==> src/rtl/axis_fifo_sync_param.sv <==
// axis_fifo_sync_param
// Single-clock, first-word-fall-through AXI-Stream FIFO with configurable
// data width, depth and almost-full threshold. Occupancy (fill_count) and
// the almost_full watermark are exposed for upstream flow control.
//
// Optional build macro: AXIS_FIFO_PACKET_MODE_EN
//   When defined, the head beat is only offered downstream once a complete
//   packet (a beat with tlast=1) is stored, or when the FIFO is full. The
//   full override lets packets longer than DEPTH drain instead of deadlocking.
//   When undefined the FIFO is a plain FWFT queue with no packet tracking.
//
// Storage entries hold {tlast, tdata}. Pointers are $clog2(DEPTH) bits wide
// and wrap modulo DEPTH by natural overflow, which is why DEPTH must be a
// power of two.

module axis_fifo_sync_param #(
  parameter int DATA_WIDTH = 16,
  parameter int DEPTH      = 16,
  parameter int AF_THRESH  = DEPTH - 2
) (
  input  logic                         s_axis_aclk,
  input  logic                         s_axis_areset,
  input  logic                         s_axis_tvalid,
  output logic                         s_axis_tready,
  input  logic [DATA_WIDTH-1:0]        s_axis_tdata,
  input  logic                         s_axis_tlast,
  output logic                         m_axis_tvalid,
  input  logic                         m_axis_tready,
  output logic [DATA_WIDTH-1:0]        m_axis_tdata,
  output logic                         m_axis_tlast,
  output logic [$clog2(DEPTH+1)-1:0]   fill_count,
  output logic                         almost_full
);

  localparam int PTR_W = $clog2(DEPTH);
  localparam int CNT_W = $clog2(DEPTH + 1);
  localparam int ENT_W = DATA_WIDTH + 1;

  localparam logic [CNT_W-1:0] C_CNT_ZERO = {CNT_W{1'b0}};
  localparam logic [CNT_W-1:0] C_CNT_ONE  = CNT_W'(1);
  localparam logic [CNT_W-1:0] C_CNT_FULL = CNT_W'(DEPTH);
  localparam logic [CNT_W-1:0] C_CNT_AF   = CNT_W'(AF_THRESH);
  localparam logic [PTR_W-1:0] C_PTR_ZERO = {PTR_W{1'b0}};
  localparam logic [PTR_W-1:0] C_PTR_ONE  = PTR_W'(1);

  // ---------------------------------------------------------------------------
  // Elaboration-time parameter checks
  // ---------------------------------------------------------------------------
  if (DATA_WIDTH < 1) begin : g_bad_width
    $error("axis_fifo_sync_param: DATA_WIDTH must be >= 1");
  end

  if ((DEPTH < 2) || ((DEPTH & (DEPTH - 1)) != 0)) begin : g_bad_depth
    $error("axis_fifo_sync_param: DEPTH must be a power of two and >= 2");
  end

  if ((AF_THRESH < 1) || (AF_THRESH > DEPTH)) begin : g_bad_thresh
    $error("axis_fifo_sync_param: AF_THRESH must lie in 1..DEPTH");
  end

  // ---------------------------------------------------------------------------
  // State
  // ---------------------------------------------------------------------------
  logic [ENT_W-1:0] r_mem [DEPTH];
  logic [PTR_W-1:0] r_wr_ptr;
  logic [PTR_W-1:0] r_rd_ptr;
  logic [CNT_W-1:0] r_count;

`ifdef AXIS_FIFO_PACKET_MODE_EN
  logic [CNT_W-1:0] r_pkt_count;
`endif

  // ---------------------------------------------------------------------------
  // Derived wires
  // ---------------------------------------------------------------------------
  logic             w_full;
  logic             w_empty;
  logic             w_head_valid;
  logic             w_push;
  logic             w_pop;
  logic [ENT_W-1:0] w_head;

  // Occupancy flags and the FWFT head entry, all from registered state.
  always_comb begin
    w_full  = 1'b0;
    w_empty = 1'b0;
    w_head  = r_mem[r_rd_ptr];
    if (r_count == C_CNT_FULL) begin
      w_full = 1'b1;
    end else begin
      w_full = 1'b0;
    end
    if (r_count == C_CNT_ZERO) begin
      w_empty = 1'b1;
    end else begin
      w_empty = 1'b0;
    end
  end

  // Head-valid qualification: plain FWFT, or gated on a complete packet.
  always_comb begin
    w_head_valid = 1'b0;
`ifdef AXIS_FIFO_PACKET_MODE_EN
    if (!w_empty && ((r_pkt_count != C_CNT_ZERO) || w_full)) begin
      w_head_valid = 1'b1;
    end else begin
      w_head_valid = 1'b0;
    end
`else
    if (!w_empty) begin
      w_head_valid = 1'b1;
    end else begin
      w_head_valid = 1'b0;
    end
`endif
  end

  // Handshake outputs and watermark; everything is forced idle during reset.
  always_comb begin
    s_axis_tready = 1'b0;
    m_axis_tvalid = 1'b0;
    almost_full   = 1'b0;
    if (s_axis_areset) begin
      s_axis_tready = 1'b0;
      m_axis_tvalid = 1'b0;
      almost_full   = 1'b0;
    end else begin
      s_axis_tready = !w_full;
      m_axis_tvalid = w_head_valid;
      almost_full   = (r_count >= C_CNT_AF);
    end
  end

  // Transfer qualifiers; tready depends only on state, so a pop never
  // opens room for a push in the same cycle.
  always_comb begin
    w_push = s_axis_tvalid && s_axis_tready;
    w_pop  = m_axis_tvalid && m_axis_tready;
  end

  // Head data and occupancy are presented straight from storage/state.
  always_comb begin
    m_axis_tdata = w_head[DATA_WIDTH-1:0];
    m_axis_tlast = w_head[DATA_WIDTH];
    fill_count   = r_count;
  end

  // ---------------------------------------------------------------------------
  // Sequential logic
  // ---------------------------------------------------------------------------

  // Storage write: capture {tlast, tdata} only on an accepted beat.
  always_ff @(posedge s_axis_aclk) begin
    if (w_push) begin
      r_mem[r_wr_ptr] <= {s_axis_tlast, s_axis_tdata};
    end
  end

  // Write pointer: advances on each push, wraps modulo DEPTH.
  always_ff @(posedge s_axis_aclk) begin
    if (s_axis_areset) begin
      r_wr_ptr <= C_PTR_ZERO;
    end else if (w_push) begin
      r_wr_ptr <= r_wr_ptr + C_PTR_ONE;
    end
  end

  // Read pointer: advances on each pop, wraps modulo DEPTH.
  always_ff @(posedge s_axis_aclk) begin
    if (s_axis_areset) begin
      r_rd_ptr <= C_PTR_ZERO;
    end else if (w_pop) begin
      r_rd_ptr <= r_rd_ptr + C_PTR_ONE;
    end
  end

  // Occupancy counter: +1 push only, -1 pop only, hold otherwise.
  always_ff @(posedge s_axis_aclk) begin
    if (s_axis_areset) begin
      r_count <= C_CNT_ZERO;
    end else begin
      case ({w_push, w_pop})
        2'b10:   r_count <= r_count + C_CNT_ONE;
        2'b01:   r_count <= r_count - C_CNT_ONE;
        default: r_count <= r_count;
      endcase
    end
  end

`ifdef AXIS_FIFO_PACKET_MODE_EN
  // Complete-packet counter: tracks stored beats carrying tlast=1.
  always_ff @(posedge s_axis_aclk) begin
    if (s_axis_areset) begin
      r_pkt_count <= C_CNT_ZERO;
    end else begin
      case ({w_push && s_axis_tlast, w_pop && w_head[DATA_WIDTH]})
        2'b10:   r_pkt_count <= r_pkt_count + C_CNT_ONE;
        2'b01:   r_pkt_count <= r_pkt_count - C_CNT_ONE;
        default: r_pkt_count <= r_pkt_count;
      endcase
    end
  end
`endif

endmodule

==> config.mk <==
export PLATFORM = sky130hd
export DESIGN_NAME = axis_fifo_sync_param
export DESIGN_NICKNAME = d
export VERILOG_FILES = /design/src/rtl/axis_fifo_sync_param.sv
export SDC_FILE = /design/constraint.sdc
export NUM_CORES = 1
export LEC_CHECK = 0
export BUFFER_PORTS_ARGS = -buffer_cell sky130_fd_sc_hd__buf_2
export CAP_MARGIN = 20
export CORE_ASPECT_RATIO = 0.9
export CORE_MARGIN = 3
export CORE_UTILIZATION = 61
export DETAILED_ROUTE_END_ITERATION = 7
export PLACE_DENSITY = 0.83
export SETUP_SLACK_MARGIN = 0.02
export SLEW_MARGIN = 5
export SYNTH_ARGS = -nofsm -noshare
export SYNTH_HDL_FRONTEND = slang
export SYNTH_SLANG_ARGS = --single-unit
==> constraint.sdc <==
create_clock -name s_axis_aclk -period 3.32 [get_ports s_axis_aclk]
set_clock_uncertainty 0.05 [all_clocks]
set_input_delay 0.664 -clock s_axis_aclk [delete_from_list [all_inputs] [get_ports s_axis_aclk]]
set_output_delay 0.664 -clock s_axis_aclk [all_outputs]
set_load 0.01 [all_outputs]
==> results by stage <==
Global route:
- The first global-routing pass estimated just under 40 mm of wire.
- Entering global routing, the biggest net connects 69 pins.
- The number of antenna violations at the first check in global routing is 1.
- The via count of the first global-routing pass was about 6.2k.
- Global routing finished with a remaining overflow of 0.
- The total routing resource utilization after global routing is 27.03%.

Clocking:
- After clock tree synthesis, the flow added hold-fix buffers numbering 0.
- The TritonCTS clock tree is yes.
- At the later pin of the worst-skew pair, clock insertion delay measures 0.52 ns.
- The post-CTS resize count is 0.
- The total clock sinks is 289.
- The number of CTS-inserted buffers is 27.
- The tree is rooted in a clkbuf_16.
- The maximum root-to-sink buffer count is 3.
- The H-tree level count is 1.
- The clock transition time at the flip-flop clock pins of the worst setup and hold paths is 0.06 ns.
- The total setup buffers inserted after CTS is 5.

Critical path:
- Data on the critical path is required at its endpoint by 2.61 ns.
- The worst setup path is captured at an output port.
- The worst register-to-register path ends at fill_count[4]$_SDFFE_PP0P_.
- The worst register-to-register path has a setup slack of a little over 0.4 ns.
- The largest fanout of any net on the critical path is 9.
- The kind of critical path is reg2out.
- For the worst setup path, the data arrival time is between 2 and 2.5 ns.
- The startpoint of the most critical register-to-register path is fill_count[1]$_SDFFE_PP0P_.
- The logic depth of the worst register-to-register path is 9.
- The worst setup path is launched from a register.

Synth:
- The commonest cells after synthesis are edfxtp_1 (272), mux4_2 (59), a22oi_1 (34).
- The synthesized flop and latch total is 289.
- After synthesis, the share of flip-flops with an asynchronous set or reset is 0%.
- By area the synthesized netlist is led by edfxtp_1 (72%), mux4_2 (12%), dfxtp_1 (3.0%).
- The number of distinct standard cells referenced by the synthesized netlist is 44.
- Yosys instantiated no cell more often than edfxtp_1.
- In this run the biggest area consumer among cell types represents 71.97% of the synthesized area.
- The number of nets in the synthesized netlist is around 580.
- The Yosys step of the flow raised 0 warnings.
- The synthesized netlist occupies a cell area of 0.01135 mm².
- The most common flop cell mapped by yosys is edfxtp_1.
- Each instance of the synthesized netlist takes up on average 20.60 µm².
- Synthesis handed over a netlist of 551 instances.
- The portion of the post-synthesis area used by sequential elements is between 70% and 80%.
- The number of flops mapped to enable cells by yosys is ~270.
- The largest area contributor in the synthesized netlist is edfxtp_1.

Route:
- The total DRC errors in the routed layout is 0.
- The wire length reported by the detailed router is between 20 and 30 mm.
- Once detail routing completed, the nets flagged for antenna violations numbered 0.
- The first-pass iteration count of the detailed router is 5.
- In the final routed layout, each cell accounts on average for between 20 and 30 µm.
- After the first detailed-routing iteration, the DRC count stood at roughly 630.
- The total via count after detailed routing is 6025.
- The average vias per placed instance is around 6.7.

Floorplan:
- After floorplanning, the core was sized to cover 0.01796 mm².
- The vertical die dimension is ~140 µm.
- During I/O placement, the number of pins put on the boundary was 46.
- The initial core utilization is between 60% and 70%.
- The die width is 149.8 µm.
- The number of standard-cell rows in the floorplan is 46.
- The floorplan step defined a die boundary enclosing 0.02028 mm².

Min path:
- In this run the worst hold path is classified as in2reg.
- The startpoint of the most critical hold path is s_axis_tdata[11].
- The cell depth of the worst min-delay path is 1.
- The worst min-delay path endpoint is r_mem[10][11]$_DFFE_PP_.

Final layout:
- The area added between synthesis and finish is 14.55%.
- For this run, the post-layout net count is 662.
- The share of post-route cells with drive strength above 1 is 29.10%.
- The multi-input combinational cells in the finished layout cover a total of 0.002630 mm².
- The layout has 1013 filler cells.
- The sequential cells in the finished layout cover a total of 0.008513 mm².

STA:
- Setup repair after global routing left no endpoint under its margin.
- The final-report setup violation count is 0.
- The number of pins with negative max-slew slack in the final report was 0.
- The maximum clock frequency is 319.2 MHz.
- The worst path in the final design needs a cycle of 3.133 ns, including I/O delays and setup.
- Measured against its own limit, the worst slew margin works out to 30.85%.
- The count of endpoints failing hold in the final timing report is 0.
- At the pin with the least slew margin, the transition time is a little over 1 ns.
- The worst path uses a little over nine tenths of the clock period.
- Adding up every negative setup slack in the final design gives 0 ns.

Power and ir drop:
- For this design the total switching power over the nets is approximately 2 mW.
- The clock network burns 34.8% of the power.
- The leakage power of the design is around 4.3 nW.
- Power spread over the standard cell area amounts to 655.2 mW/mm².
- The switching part of the total is roughly a quarter.
- The share of total power dissipated in sequential elements is 48.3%.
- The peak supply drop is around 0.45 mV.
- The total chip power is about 8.5 mW.
- Cell internal power was estimated by the tool at between 6 and 7 mW.
- Of the total power, combinational logic draws 16.8%.

Place:
- The placed wire-length estimate after detailed placement is 15.20 mm.
- Buffers placed on the I/O ports in this run total 45.
- The final weighted congestion in routability-driven placement is 0.7931.

Flow run:
- The number of maximum-capacitance violations is 0.

Outcome:
- The run finished with clean final reports.
## cells in the final DEF (no fill, tap or decap), types with 2 or more instances in the layout
master / synthesis / layout
inv_1: 6 / 6
buf_12: 1 / 12
clkbuf_8: 0 / 4
mux2i_1: 3 / 3
mux4_1: 9 / 9
xor2_1: 5 / 5
o211ai_2: 2 / 2
a21oi_1: 6 / 6
and2_1: 2 / 2
clkbuf_1: 15 / 10
nor3b_1: 2 / 2
nand3_1: 2 / 2
clkbuf_16: 0 / 27
a22oi_1: 34 / 34
and3_1: 17 / 17
clkinv_1: 0 / 4
buf_2: 11 / 45
edfxtp_1: 272 / 272
nor2b_1: 4 / 4
nand4_1: 2 / 2
a211o_1: 2 / 2
dfxtp_1: 17 / 15
mux4_2: 59 / 59
nor4_1: 5 / 5
nand2b_1: 3 / 3
buf_4: 0 / 29
xnor2_1: 3 / 3
nand2_1: 21 / 21
ha_1: 7 / 7
nor2_1: 20 / 20
bufinv_16: 0 / 2
o21ai_0: 2 / 2
## final cells by class
class / count / share of cell area (%)
Timing Repair Buffer: 86 / 5.255
Inverter: 6 / 0.1732
Tap cell: 240 / 2.310
Clock inverter: 7 / 0.6160
Clock buffer: 41 / 5.910
Multi-Input combinational cell: 224 / 20.23
Antenna cell: 1 / 0.01925
Sequential cell: 289 / 65.49
## power by group through the flow
| stage | Clock [mW] | Combinational [mW] | Sequential, mW |
|---|---|---|---|
| floorplan | 0 | 1.05 | 4.16 |
| global placement | 0 | 1.25 | 4.23 |
| detailed placement | 0 | 1.30 | 4.24 |
| CTS | 3.00 | 1.46 | 4.12 |
| global route | 3.13 | 1.54 | 4.13 |
| finish | 2.97 | 1.43 | 4.12 |
## flip-flops by register name (all words and copies together), names as in the netlist, named ones only
name and count:
fill_count 5, r_rd_ptr 4, r_wr_ptr 4, r_mem 272
## routing by layer
| layer | part of all wire, % | vias to the layer above | global-route usage, % |
|---|---|---|---|
| met5 | 0.050 | - | 0 |
| met4 | 3.7 | 2 | 9.451 |
| met3 | 8.4 | 70 | 4.784 |
| met2 | 50 | 407 | 44.45 |
| met1 | 38 | 3087 | 37.47 |
| li1 | - | 2459 | - |
## through the flow
step	cells	cell area [µm²]	setup slack (ns)	hold WS, ns	util, %
CTS	893	13000	0.2154	0.4519	72.38
floorplan	551	11350	0.3094	0.4225	-
global route	893	13000	0.1223	0.4705	72.38
global placement	840	12090	0.4838	0.4390	67.31
detailed placement	840	12090	0.4041	0.4565	67.31
finish	894	13000	0.1871	0.4603	72.39
## worst max path at each step
stage / from / endpoint / depth (start not counted)
floorplan: fill_count[0]$_SDFFE_PP0P_ / fill_count[4]$_SDFFE_PP0P_ / 12
global route: register / m_axis_tdata[5] / 5
CTS: register / m_axis_tdata[5] / 5
finish: register / m_axis_tdata[5] / 5
global placement: s_axis_tvalid / fill_count[4]$_SDFFE_PP0P_ / 10
detailed placement: s_axis_tvalid / fill_count[4]$_SDFFE_PP0P_ / 10
## worst max-delay path, stage by stage (launching register included)
cell and delay (ns):
dfxtp_1 0.34, nor2_1 0.80, buf_4 0.35, a22oi_1 0.11
nand2_1 0.13, buf_2 0.15
## cell families after synthesis
family | share of synthesized area, %
muxes | 14.16
adders and majority gates | 0.7717
xor gates and xnor gates | 0.6174
and+or+nand+nor | 4.068
DFF | 74.97
buffers and inverters | 1.852
AOI/OAI and AO/OA | 3.561
Note: power is estimated with default switching activity, not from simulation.
